**src/rtl/gcc_pkg.sv**
```systemverilog
// Shared widths and state encoding for the GCC-PHAT frame sequencer.
package gcc_pkg;

    localparam int GCC_DATA_WIDTH      = 128;
    localparam int GCC_DELAY_WIDTH     = 48;
    localparam int GCC_FRAME_IDX_WIDTH = 16;

    typedef enum logic [1:0] {
        IDLE    = 2'd0,
        FILL    = 2'd1,
        WAIT    = 2'd2,
        TIMEOUT = 2'd3
    } gcc_frame_state_t;

endpackage

```
**src/rtl/gcc_result_reg.sv**
```systemverilog
// Single-entry AXI-Stream output register for tagged delay results.
// A load in the same cycle as a downstream handshake presents the new value.
module gcc_result_reg #(
    parameter int DATA_W = 48,
    parameter int USER_W = 16
) (
    input  logic              clk,
    input  logic              rst_n,
    input  logic              load,
    input  logic [DATA_W-1:0] load_data,
    input  logic [USER_W-1:0] load_user,
    output logic [DATA_W-1:0] tdata,
    output logic [USER_W-1:0] tuser,
    output logic              tvalid,
    input  logic              tready
);

    logic [DATA_W-1:0] data_reg;
    logic [USER_W-1:0] user_reg;
    logic              valid_reg;

    always_ff @(posedge clk or negedge rst_n) begin
        if (!rst_n) begin
            data_reg  <= '0;
            user_reg  <= '0;
            valid_reg <= 1'b0;
        end else if (load) begin
            data_reg  <= load_data;
            user_reg  <= load_user;
            valid_reg <= 1'b1;
        end else if (tready) begin
            valid_reg <= 1'b0;
        end
    end

    assign tdata  = data_reg;
    assign tuser  = user_reg;
    assign tvalid = valid_reg;

endmodule

```
**src/rtl/gcc_frame_ctrl.sv**
```systemverilog
// Frames the sample stream for the GCC-PHAT core and tags its delay results.
// Optional result watchdog: define GCC_FRAME_CTRL_TIMEOUT_EN.
module gcc_frame_ctrl
    import gcc_pkg::*;
#(
    parameter int FRAME_LEN      = 1024,
    parameter int TIMEOUT_CYCLES = 65536,
    parameter int DATA_WIDTH     = GCC_DATA_WIDTH,
    parameter int DELAY_WIDTH    = GCC_DELAY_WIDTH
) (
    input  logic                           clk,
    input  logic                           rst_n,
    input  logic                           enable,
    input  logic                           clr_err,
    input  logic [DATA_WIDTH-1:0]          S_AXIS_IN_tdata,
    input  logic                           S_AXIS_IN_tvalid,
    output logic                           S_AXIS_IN_tready,
    output logic [DATA_WIDTH-1:0]          M_AXIS_CORE_tdata,
    output logic                           M_AXIS_CORE_tvalid,
    input  logic                           M_AXIS_CORE_tready,
    output logic                           M_AXIS_CORE_tlast,
    input  logic [DELAY_WIDTH-1:0]         S_AXIS_RES_tdata,
    input  logic                           S_AXIS_RES_tvalid,
    output logic                           S_AXIS_RES_tready,
    output logic [DELAY_WIDTH-1:0]         M_AXIS_DELAYS_tdata,
    output logic [GCC_FRAME_IDX_WIDTH-1:0] M_AXIS_DELAYS_tuser,
    output logic                           M_AXIS_DELAYS_tvalid,
    input  logic                           M_AXIS_DELAYS_tready,
    output logic                           busy,
    output logic                           err_timeout
);

    localparam int BEAT_W = $clog2(FRAME_LEN);
    localparam logic [BEAT_W-1:0] LAST_BEAT = BEAT_W'(FRAME_LEN - 1);

    gcc_frame_state_t                 state_reg;
    logic [BEAT_W-1:0]                beat_cnt_reg;
    logic [GCC_FRAME_IDX_WIDTH-1:0]   frame_idx_reg;
    logic                             drain_en_reg;
    logic                             fill;
    logic                             in_wait;
    logic                             core_hs;
    logic                             res_hs;
    logic                             wd_expired;

    assign fill    = (state_reg == FILL);
    assign in_wait = (state_reg == WAIT);

    // Zero-latency pass-through while filling; everything is gated off otherwise.
    assign M_AXIS_CORE_tvalid = fill && S_AXIS_IN_tvalid;
    assign S_AXIS_IN_tready   = fill && M_AXIS_CORE_tready;
    assign M_AXIS_CORE_tdata  = fill ? S_AXIS_IN_tdata : '0;
    assign M_AXIS_CORE_tlast  = fill && (beat_cnt_reg == LAST_BEAT);

    // Outside WAIT results are accepted and dropped so late ones drain away.
    assign S_AXIS_RES_tready = in_wait ? (!M_AXIS_DELAYS_tvalid || M_AXIS_DELAYS_tready)
                                       : drain_en_reg;

    assign core_hs = M_AXIS_CORE_tvalid && M_AXIS_CORE_tready;
    assign res_hs  = S_AXIS_RES_tvalid && S_AXIS_RES_tready;
    assign busy    = (state_reg != IDLE);

`ifdef GCC_FRAME_CTRL_TIMEOUT_EN
    localparam int WD_W = $clog2(TIMEOUT_CYCLES + 1);
    localparam logic [WD_W-1:0] WD_LAST = WD_W'(TIMEOUT_CYCLES - 1);

    logic [WD_W-1:0] wd_cnt_reg;
    logic            err_reg;

    always_ff @(posedge clk or negedge rst_n) begin
        if (!rst_n) begin
            wd_cnt_reg <= '0;
            err_reg    <= 1'b0;
        end else begin
            if (in_wait && !res_hs) begin
                wd_cnt_reg <= wd_cnt_reg + 1'b1;
            end else begin
                wd_cnt_reg <= '0;
            end
            if (state_reg == TIMEOUT) begin
                err_reg <= 1'b1;
            end else if (clr_err) begin
                err_reg <= 1'b0;
            end
        end
    end

    assign wd_expired  = (wd_cnt_reg == WD_LAST);
    assign err_timeout = err_reg;
`else
    logic unused_clr_err;
    assign unused_clr_err = clr_err;
    assign wd_expired     = 1'b0;
    assign err_timeout    = 1'b0;
`endif

    always_ff @(posedge clk or negedge rst_n) begin
        if (!rst_n) begin
            state_reg     <= IDLE;
            beat_cnt_reg  <= '0;
            frame_idx_reg <= '0;
            drain_en_reg  <= 1'b0;
        end else begin
            drain_en_reg <= 1'b1;
            case (state_reg)
                IDLE: begin
                    if (enable) begin
                        state_reg <= FILL;
                    end
                end
                FILL: begin
                    if (core_hs) begin
                        if (beat_cnt_reg == LAST_BEAT) begin
                            beat_cnt_reg <= '0;
                            state_reg    <= WAIT;
                        end else begin
                            beat_cnt_reg <= beat_cnt_reg + 1'b1;
                        end
                    end
                end
                WAIT: begin
                    // A result arriving on the final watchdog cycle still counts.
                    if (res_hs) begin
                        frame_idx_reg <= frame_idx_reg + 1'b1;
                        state_reg     <= enable ? FILL : IDLE;
                    end else if (wd_expired) begin
                        state_reg <= TIMEOUT;
                    end
                end
                TIMEOUT: state_reg <= IDLE;
                default: state_reg <= IDLE;
            endcase
        end
    end

    gcc_result_reg #(
        .DATA_W (DELAY_WIDTH),
        .USER_W (GCC_FRAME_IDX_WIDTH)
    ) u_result_reg (
        .clk       (clk),
        .rst_n     (rst_n),
        .load      (in_wait && res_hs),
        .load_data (S_AXIS_RES_tdata),
        .load_user (frame_idx_reg),
        .tdata     (M_AXIS_DELAYS_tdata),
        .tuser     (M_AXIS_DELAYS_tuser),
        .tvalid    (M_AXIS_DELAYS_tvalid),
        .tready    (M_AXIS_DELAYS_tready)
    );

endmodule

```
**config.mk**
```make
export PLATFORM = sky130hd
export DESIGN_NAME = gcc_frame_ctrl
export DESIGN_NICKNAME = d
export VERILOG_FILES = /design/src/rtl/gcc_pkg.sv /design/src/rtl/gcc_result_reg.sv /design/src/rtl/gcc_frame_ctrl.sv
export SDC_FILE = /design/constraint.sdc
export NUM_CORES = 1
export LEC_CHECK = 0
export ABC_AREA = 1
export CELL_PAD_IN_SITES_DETAIL_PLACEMENT = 1
export CELL_PAD_IN_SITES_GLOBAL_PLACEMENT = 1
export CORE_MARGIN = 2
export CORE_UTILIZATION = 22
export DETAILED_ROUTE_END_ITERATION = 10
export PLACE_DENSITY_LB_ADDON = 0.1
export SETUP_SLACK_MARGIN = 0.1
export SYNTH_ARGS = -nofsm -noshare
export SYNTH_HDL_FRONTEND = slang
export SYNTH_HIERARCHICAL = 1
export SYNTH_SLANG_ARGS = --single-unit
```
**constraint.sdc**
```tcl
create_clock -name clk -period 2.05 [get_ports clk]
set_input_delay 0.3075 -clock clk [delete_from_list [all_inputs] [get_ports clk]]
set_output_delay 0.3075 -clock clk [all_outputs]
set_load 0.01 [all_outputs]
```
# [Word-level counts from Yosys, hierarchy flattened]
# Cells that the tools add are included.
[classes] eq_ne=8 muxes=11 reduce_logical=14 addsub=2
[op_table] cell="128-bit two-way mux" n=1
[op_table] cell="16-bit by 1-bit adder with 16-bit output (second input constant)" n=1
[op_table] cell="10-bit by 1-bit adder with 10-bit output (second input constant)" n=1
[op_table] cell="10-bit == test (second input constant)" n=1
[op_table] cell="10-bit two-way mux" n=1
[op_table] cell="2-bit two-way mux" n=4
[op_table] cell="2-bit one-hot mux with 4 select lines" n=1
[op_table] cell="1-bit logical AND" n=6
[op_table] cell="2-bit by 1-bit inequality test with 1-bit output (second input constant)" n=3
[op_table] cell="2-bit == test (second input constant)" n=2
[op_table] cell="1-bit two-way mux" n=4
[op_table] cell="2-bit AND reduction" n=2
[op_table] cell="4-bit AND reduction" n=1
[op_table] cell="2-bit nonzero test" n=2
[op_table] cell="2-bit by 1-bit == test with 1-bit output (second input constant)" n=1
[op_table] cell="2-bit logical NOT" n=1
[op_table] cell="2-bit inequality test (second input constant)" n=1
[op_table] cell="1-bit logical NOT" n=1
[op_table] cell="1-bit logical OR" n=1
[word_totals] output_inout_bits=199 elab_cells=42 reg_bits=94

# [Logic depth before layout (Yosys ltp)]
# Gate-level depths: netlist of the first run.
[logic_depth] ltp_word=6 mapped_depth=11 ltp_nobuf=8

# [Hierarchy]
# The synthesis of the first run kept the hierarchy.
[by_module_without_submodules] mod="gcc_frame_ctrl" n_inst=1 cells_each=521 area_each_um2=2790.2
[by_module_without_submodules] mod="gcc_result_reg" n_inst=1 cells_each=275 area_each_um2=2514.9

# [Least setup slack after synthesis of the first run]
# OpenSTA, ideal clock, no wires.
[synth_timing] path_type="register -> register" from="reg state_reg[0]" to="reg u_result_reg.data_reg[0], in the netlist u_result_reg/tdata[0]" path_stages_with_launch=12 n_path_buf=3 setup_ps=117 required_ps=1933 arrival_time_ps=1411 slack_ps=522 synth_period_minus_slack_ps=1528 cell_sequence="dfrtp_1 inv_2 nand2_1 nand2_1 nand4_4 inv_4 buf_6 inv_2 buf_6 buf_6 nand2_1 nand2_1"
[synth_via] elab_chain_len=4
[synth_lines] item="from (decl)" line="gcc_frame_ctrl.sv:36" source="gcc_frame_state_t state_reg;"
[synth_lines] item="from (signal assigned)" line="gcc_frame_ctrl.sv:125" source="state_reg <= enable ? FILL : IDLE;"
[synth_lines] item="2-bit == test (*)" line="gcc_frame_ctrl.sv:47" source="assign in_wait = (state_reg == WAIT);"
[synth_lines] item="1-bit two-way mux" line="gcc_frame_ctrl.sv:56" source="assign S_AXIS_RES_tready = in_wait ? (!M_AXIS_DELAYS_tvalid || M_AXIS_DELAYS_tready)"
[synth_lines] item="1-bit logical AND" line="gcc_frame_ctrl.sv:60" source="assign res_hs = S_AXIS_RES_tvalid && S_AXIS_RES_tready;"
[synth_lines] item="1-bit logical AND (*)" line="gcc_frame_ctrl.sv:142" source=".load (in_wait && res_hs),"
[synth_lines] item="to (signal assigned)" line="gcc_result_reg.sv:28" source="data_reg <= load_data;"
[synth_lines] item="to (decl)" line="gcc_result_reg.sv:18" source="logic [DATA_W-1:0] data_reg;"
# Mark *: on every way between the ends. The rest lies on a longest branch, timed or not.
# A chain may end at the register's enable or synchronous reset.

# [Final worst setup path of the first run]
[layout_timing] from="reg state_reg[1]" to="out busy"
[layout_via] elab_chain_len=1
[layout_lines] item="2-bit nonzero test" line="gcc_frame_ctrl.sv:61" source="assign busy = (state_reg != IDLE);"
[layout_lines] item="to (decl)" line="gcc_frame_ctrl.sv:29" source="output logic busy,"
# No other way between the ends.

==> results of run 1 <==
metrics by stage:
step / setup WS [ns] / cells / total power, mW / area, sq um / utilization (%)
2_1_floorplan: 0.522 / 796 / 5.18 / 5310 / -
3_3_place_gp: 0.112 / 1474 / 8.76 / 9420 / 40.0
3_5_place_dp: 0.0479 / 1474 / 8.84 / 9420 / 40.0
4_1_cts: 0.0286 / 1496 / 10.4 / 9680 / 41.1
5_1_grt: 0.0931 / 1500 / 11.0 / 9620 / 40.8
6_report: 0.188 / 1500 / 10.2 / 9620 / 40.8
logic make-up (layout without fill, tap and decap cells):
family	after synthesis	in the layout	share of synthesized area (%)
AND/OR/NAND/NOR	481	481	36.0
flip-flops	94	94	44.3
XOR/XNOR	8	8	1.32
adder cells (fa/ha/maj)	2	2	0.472
AO/OA/AOI/OAI	15	15	1.42
other	2	5	0.142
buffers and inverters	194	576	16.3
cells in the final DEF, fill, tap and decap left out, types with 2 or more instances in the layout:
cell type / n
buf_4: 10
nand3b_1: 4
nand3_1: 11
buf_12: 5
clkinvlp_4: 2
o21ai_0: 10
nor2_2: 2
nand4_1: 9
diode_2: 3
xor2_1: 6
clkbuf_16: 9
nand2_1: 287
nor3_1: 2
nor2_1: 159
inv_1: 157
clkbuf_2: 23
bufinv_16: 2
ha_1: 2
o21ai_1: 4
xnor2_1: 2
clkdlybuf4s50_1: 247
dlygate4sd2_1: 108
nor2_4: 2
conb_1: 2
buf_16: 2
inv_2: 4
dfrtp_1: 93
critical path, stage by stage (launching register included):
cell	delay, ns
dfrtp_1	0.36
inv_2	0.07
buf_4	0.15
nand2_1	0.07
clkdlybuf4s50_1	0.56
Yosys cell counts (3+ instances only):
cell      number
o21ai_1        4
inv_2          4
nand3b_1       4
inv_1        157
buf_2         11
nand4_1        9
buf_6         12
nand2_1      288
o21ai_0       10
buf_4          3
dfrtp_1       94
nor2_1       160
nand3_1       11
xor2_1         6
clkbuf_1       4
power by group through the flow:
stage	clock network, mW	registers (mW)	logic (mW)
floorplan	0	3.11	2.07
global placement	0	2.91	5.85
detailed placement	0	2.94	5.91
CTS	1.90	2.91	5.63
global route	1.97	3.00	6.00
finish	1.83	2.90	5.49
how the worst max path moves through the flow:
stage / start / end / depth (start not counted)
2_1_floorplan: state_reg[0] / u_result_reg/tdata[0] / 11
3_3_place_gp: beat_cnt_reg[1] / M_AXIS_CORE_tlast / 6
3_5_place_dp: beat_cnt_reg[1] / M_AXIS_CORE_tlast / 6
4_1_cts: state_reg[0] / M_AXIS_CORE_tdata[69] / 4
5_1_grt: state_reg[1] / M_AXIS_CORE_tdata[109] / 5
6_report: state_reg[1] / busy / 4
timing repair:
action	CTS	global route
pin swaps	0	1
endpoints found under the setup margin	132	60
setup buffers	3	1
endpoints found under the hold margin	30	0
hold buffers	1	0
gates resized for setup	135	49
cloned	2	0
layout make-up:
cell class                      count  area, sq um
Sequential cell                    94         2350
Fill cell                        3010        13900
Clock buffer                        9          225
Clock inverter                      7         97.6
Inverter                          162          611
Antenna cell                        3         7.51
Multi-Input combinational cell    508         2110
Tap cell                          319          399
Timing Repair Buffer              398         3820
metal layers:
metal  GRT usage (%)  vias to the layer above  wire, um
met4            4.92                        0       363
li1                -                     3023         -
met3            4.87                       17      1430
met2            34.3                      188     12100
met5               0                        -         0
met1            21.1                     2772      9580
==> flow_summary.ini, run 1 <==
[power_and_ir_drop]
p_per_area_nw_per_um2 = 1060
pwr-share-comb_pct = 53.8
clkPwrFrac_pct = 17.9
p_leak_nw = 5.34
netSwitchingPower_mw = 3.96
power.share.switching_pct = 38.8
p_seq_share_pct = 28.4
intPower_mw = 6.25
vdd.ir_drop.worst_uv = 494

[die]
dieArea_sq_um = 25400
start_util_pct = 22.5
die_w_um = 159
fp-row-count = 56
coreArea_sq_um = 23500
die_h_um = 159
ios = 383

[clock_network]
clockRootBuffer = clkbuf_16
cts.clk_slew.worst_paths_ns = 0.07
clock_latency_ns = 0.34
cts_sinks = 94
cts_made_buffers = 9
clockBufferDepth = 2
cts_tree = built
htreeDepth = 3

[synthesis]
yosys_warnings = 6
synth_top_area_share_pct = 44.3
synth.area.top_cells = dfrtp_1 44%, nand2_1 20%, nor2_1 11%, inv_1 11%, buf_6 2.5%
async_reset_ff_share_pct = 100
synth_area_per_cell_sq_um = 6.66
synthesis.area_sq_um = 5310
synth-edff-count = 0
synth_cell_types = 28
synth_nets = 982
synth_top_cell_by_area = dfrtp_1
ys.flop_type = dfrtp_1
seq_area_frac_synth_pct = 44.3
synthCells = 796
ys_ff_latch = 94

[timing]
finalCriticalPeriod_ns = 1.86
finalCritPeriodShare_pct = 90.8
report.final.slew_viol_count = 0
finClkSkew_ns = 0.00783
rsz0062_at_grt = true
fmax_mhz = 537
finalSetupViolCount = 0
setup_tns_ns = 0
hold_viol_final = 0
whs_ns = 0.448

[worst_hold_path]
hp-class = in2async

[cells_and_area]
drive_gt1_share_pct = 6.03
largest_reg_flops = 48
nNetsFinal = 1359
area_growth_pct = 81.2

[setup_path]
r2r_start = state_reg[1]
path_max_fanout = 3
r2r-end = u_result_reg/tuser[3]
cp-start-kind = register
worstSetupEndpointType = output port
worstSetupPathType = reg2out
arrival_ns = 1.55
setup.reg_to_reg.worst_slack_ns = 0.34
worstRegToRegCells = 10
critPathRequiredTime_ns = 1.74

[place]
place.port_buffers = 380
place_hpwl_um = 18600
routabilityCongestion = 0.820

[detailed_routing]
drc = 0
vias_per_cell = 4.00
routed_wl_um = 23500
drtAntennaViolNets = 0
firstDrtPassIters = 4
wl_per_cell_um = 15.7
drt_iter0_markers = 213
vias = 6000

[grt]
grt_max_degree = 65
overflow = 0
grtUsageTotal_pct = 18.5
grt_first_pass_wirelength_um = 36900
first_global_vias = 6193
grt_antenna_before_repair = 3

[status]
status = finished, final reports clean

[flow_run]
maxCapViolCount = 0
(Power assumes the default switching activity.)
==> run 2, diff against run 1 <==
--- a/config.mk
+++ b/config.mk
@@ -6,13 +6,14 @@
 export NUM_CORES = 1
 export LEC_CHECK = 0
 export ABC_AREA = 1
+export ABC_CLOCK_PERIOD_IN_PS = 2050
 export CELL_PAD_IN_SITES_DETAIL_PLACEMENT = 1
 export CELL_PAD_IN_SITES_GLOBAL_PLACEMENT = 1
 export CORE_MARGIN = 2
 export CORE_UTILIZATION = 22
 export DETAILED_ROUTE_END_ITERATION = 10
 export PLACE_DENSITY_LB_ADDON = 0.1
-export SETUP_SLACK_MARGIN = 0.1
+export SETUP_SLACK_MARGIN = 0.05
 export SYNTH_ARGS = -nofsm -noshare
 export SYNTH_HDL_FRONTEND = slang
 export SYNTH_HIERARCHICAL = 1
==> run 2 against run 1 <==
Non-clock buffer count is 2 lower; critical path type unchanged; combinational power is 2% lower; first-iteration DRC count is 3.8% higher; largest cell class unchanged; clock skew hardly changed; critical endpoint is now M_AXIS_CORE_tdata[1].
==> flow_summary.ini, run 2 (synthesized netlist as in run 1, its figures left out) <==
[status]
status = finished, final reports clean

[timing]
finalWorstSetupSlack_ns = 0.155
rsz0062_at_grt = false
finalSetupViolCount = 0
hold_viol_final = 0
setup_tns_ns = 0
fmax_mhz = 528
report.final.slew_viol_count = 0
finClkSkew_ns = 0.00784
finalCriticalPeriod_ns = 1.89
finalCritPeriodShare_pct = 92.4

[die]
die_h_um = 159
dieArea_sq_um = 25400
ios = 383
die_w_um = 159
fp-row-count = 56
coreArea_sq_um = 23500
start_util_pct = 22.5

[setup_path]
cp-start-kind = register
critPathRequiredTime_ns = 1.74
worstSetupPathType = reg2out
worstSetupEndpointType = output port
path_max_fanout = 47
max_stage_delay_ns = 0.45
r2r-end = u_result_reg/tuser[3]
setup.reg_to_reg.worst_slack_ns = 0.43
critPathSlowestCell = dfrtp_2
critical_path.top_delay_family = buffers and inverters
crit_chain = nand2_4 > buf_12 > nor2_1 > dlygate4sd2_1
cp_num_buf_inv = 2
worstRegToRegCells = 8
r2r_start = state_reg[0]
arrival_ns = 1.59
startpoint = state_reg[0]
cp.depth = 4
crit_end = M_AXIS_CORE_tdata[1]

[power_and_ir_drop]
pwr-share-comb_pct = 53.3
p_per_area_nw_per_um2 = 1050
netSwitchingPower_mw = 3.93
total_power_mw = 10.1
power.share.switching_pct = 38.9
vdd.ir_drop.worst_uv = 494
clkPwrFrac_pct = 18.1
p_seq_share_pct = 28.6
p_leak_nw = 5.37
intPower_mw = 6.18

[detailed_routing]
routed_wl_um = 23400
vias = 5995
drc = 0
vias_per_cell = 4.00
drt_iter0_markers = 221
firstDrtPassIters = 4
wl_per_cell_um = 15.6
drtAntennaViolNets = 0

[cells_and_area]
largest_reg_flops = 48
area_growth_pct = 81.6
n_fill_cell = 3009
drive_gt1_share_pct = 4.34
final_common_cell = nand2_1
nNetsFinal = 1357
final_cell_mix = 287 x nand2_1, 247 x clkdlybuf4s50_1, 159 x nor2_1, 157 x inv_1, 127 x dlygate4sd2_1

[grt]
grt_max_degree = 65
grt_first_pass_wirelength_um = 36700
grt_antenna_before_repair = 4
first_global_vias = 6166
overflow = 0
grtUsageTotal_pct = 18.4

[clock_network]
clockRootBuffer = clkbuf_16
cts_sinks = 94
clock_latency_ns = 0.34
cts.clk_slew.worst_paths_ns = 0.07
cts_made_buffers = 9
cts_tree = built
clockBufferDepth = 2
htreeDepth = 3

[place]
routabilityCongestion = 0.820
place.port_buffers = 380
place_hpwl_um = 18600
pre_cts_ws_ns = 0.0479

[flow_run]
maxCapViolCount = 0

[worst_hold_path]
hp-class = in2async
[run 2: how the worst min path moves through the flow]
stage	startpoint	end	slack [ns]
after floorplan	rst_n	beat_cnt_reg[0]	0.01
after global placement	rst_n	u_result_reg/tdata[32]	0.30
after detailed placement	rst_n	u_result_reg/tdata[32]	0.30
after CTS	rst_n	u_result_reg/tdata[32]	0.46
after global routing	rst_n	u_result_reg/tdata[32]	0.49
final	rst_n	u_result_reg/tdata[31]	0.45
[run 2: what timing repair did]
action / 4_1_cts / 5_1_grt
hold buffers: 1 / 0
hold endpoints to repair: 30 / 0
buffers inserted: 3 / 0
cloned: 1 / 0
endpoints found under the setup margin: 132 / 37
gates resized for setup: 136 / 10
[run 2: layout make-up]
| cell class | instances | area [sq um] | area share [%] |
|---|---|---|---|
| flip-flops and latches | 94 | 2350 | 24.4 |
| repair buffers | 396 | 3840 | 39.9 |
| diodes | 4 | 10.0 | 0.104 |
| well taps | 319 | 399 | 4.14 |
| multi-input cells | 508 | 2100 | 21.8 |
| clock inverters | 7 | 97.6 | 1.01 |
| inverters | 162 | 611 | 6.34 |
| clock buffers | 9 | 225 | 2.34 |
[run 2: routing by layer]
metal / track usage, % / routed length, um / part of all wire (%)
met5: 0 / 0 / 0
met4: 5.29 / 324 / 1.4
met3: 4.71 / 1350 / 5.8
met2: 33.8 / 12100 / 52
met1: 21.1 / 9620 / 41
[run 2: stage by stage]
step	instance area [sq um]	instances	hold WS, ns	util, %
after floorplan	5310	796	0.0119	-
after global placement	9420	1474	0.296	40.0
final	9640	1499	0.448	40.9
after detailed placement	9420	1474	0.296	40.0
after global routing	9640	1499	0.494	40.9
after CTS	9650	1495	0.457	41.0
[run 2: power by group through the flow]
stage	Sequential, mW	Clock (mW)	Combinational, mW
after global placement	2.91	0	5.85
final	2.89	1.83	5.39
after floorplan	3.11	0	2.07
after CTS	2.91	1.90	5.53
after global routing	2.99	1.97	5.90
after detailed placement	2.94	0	5.91
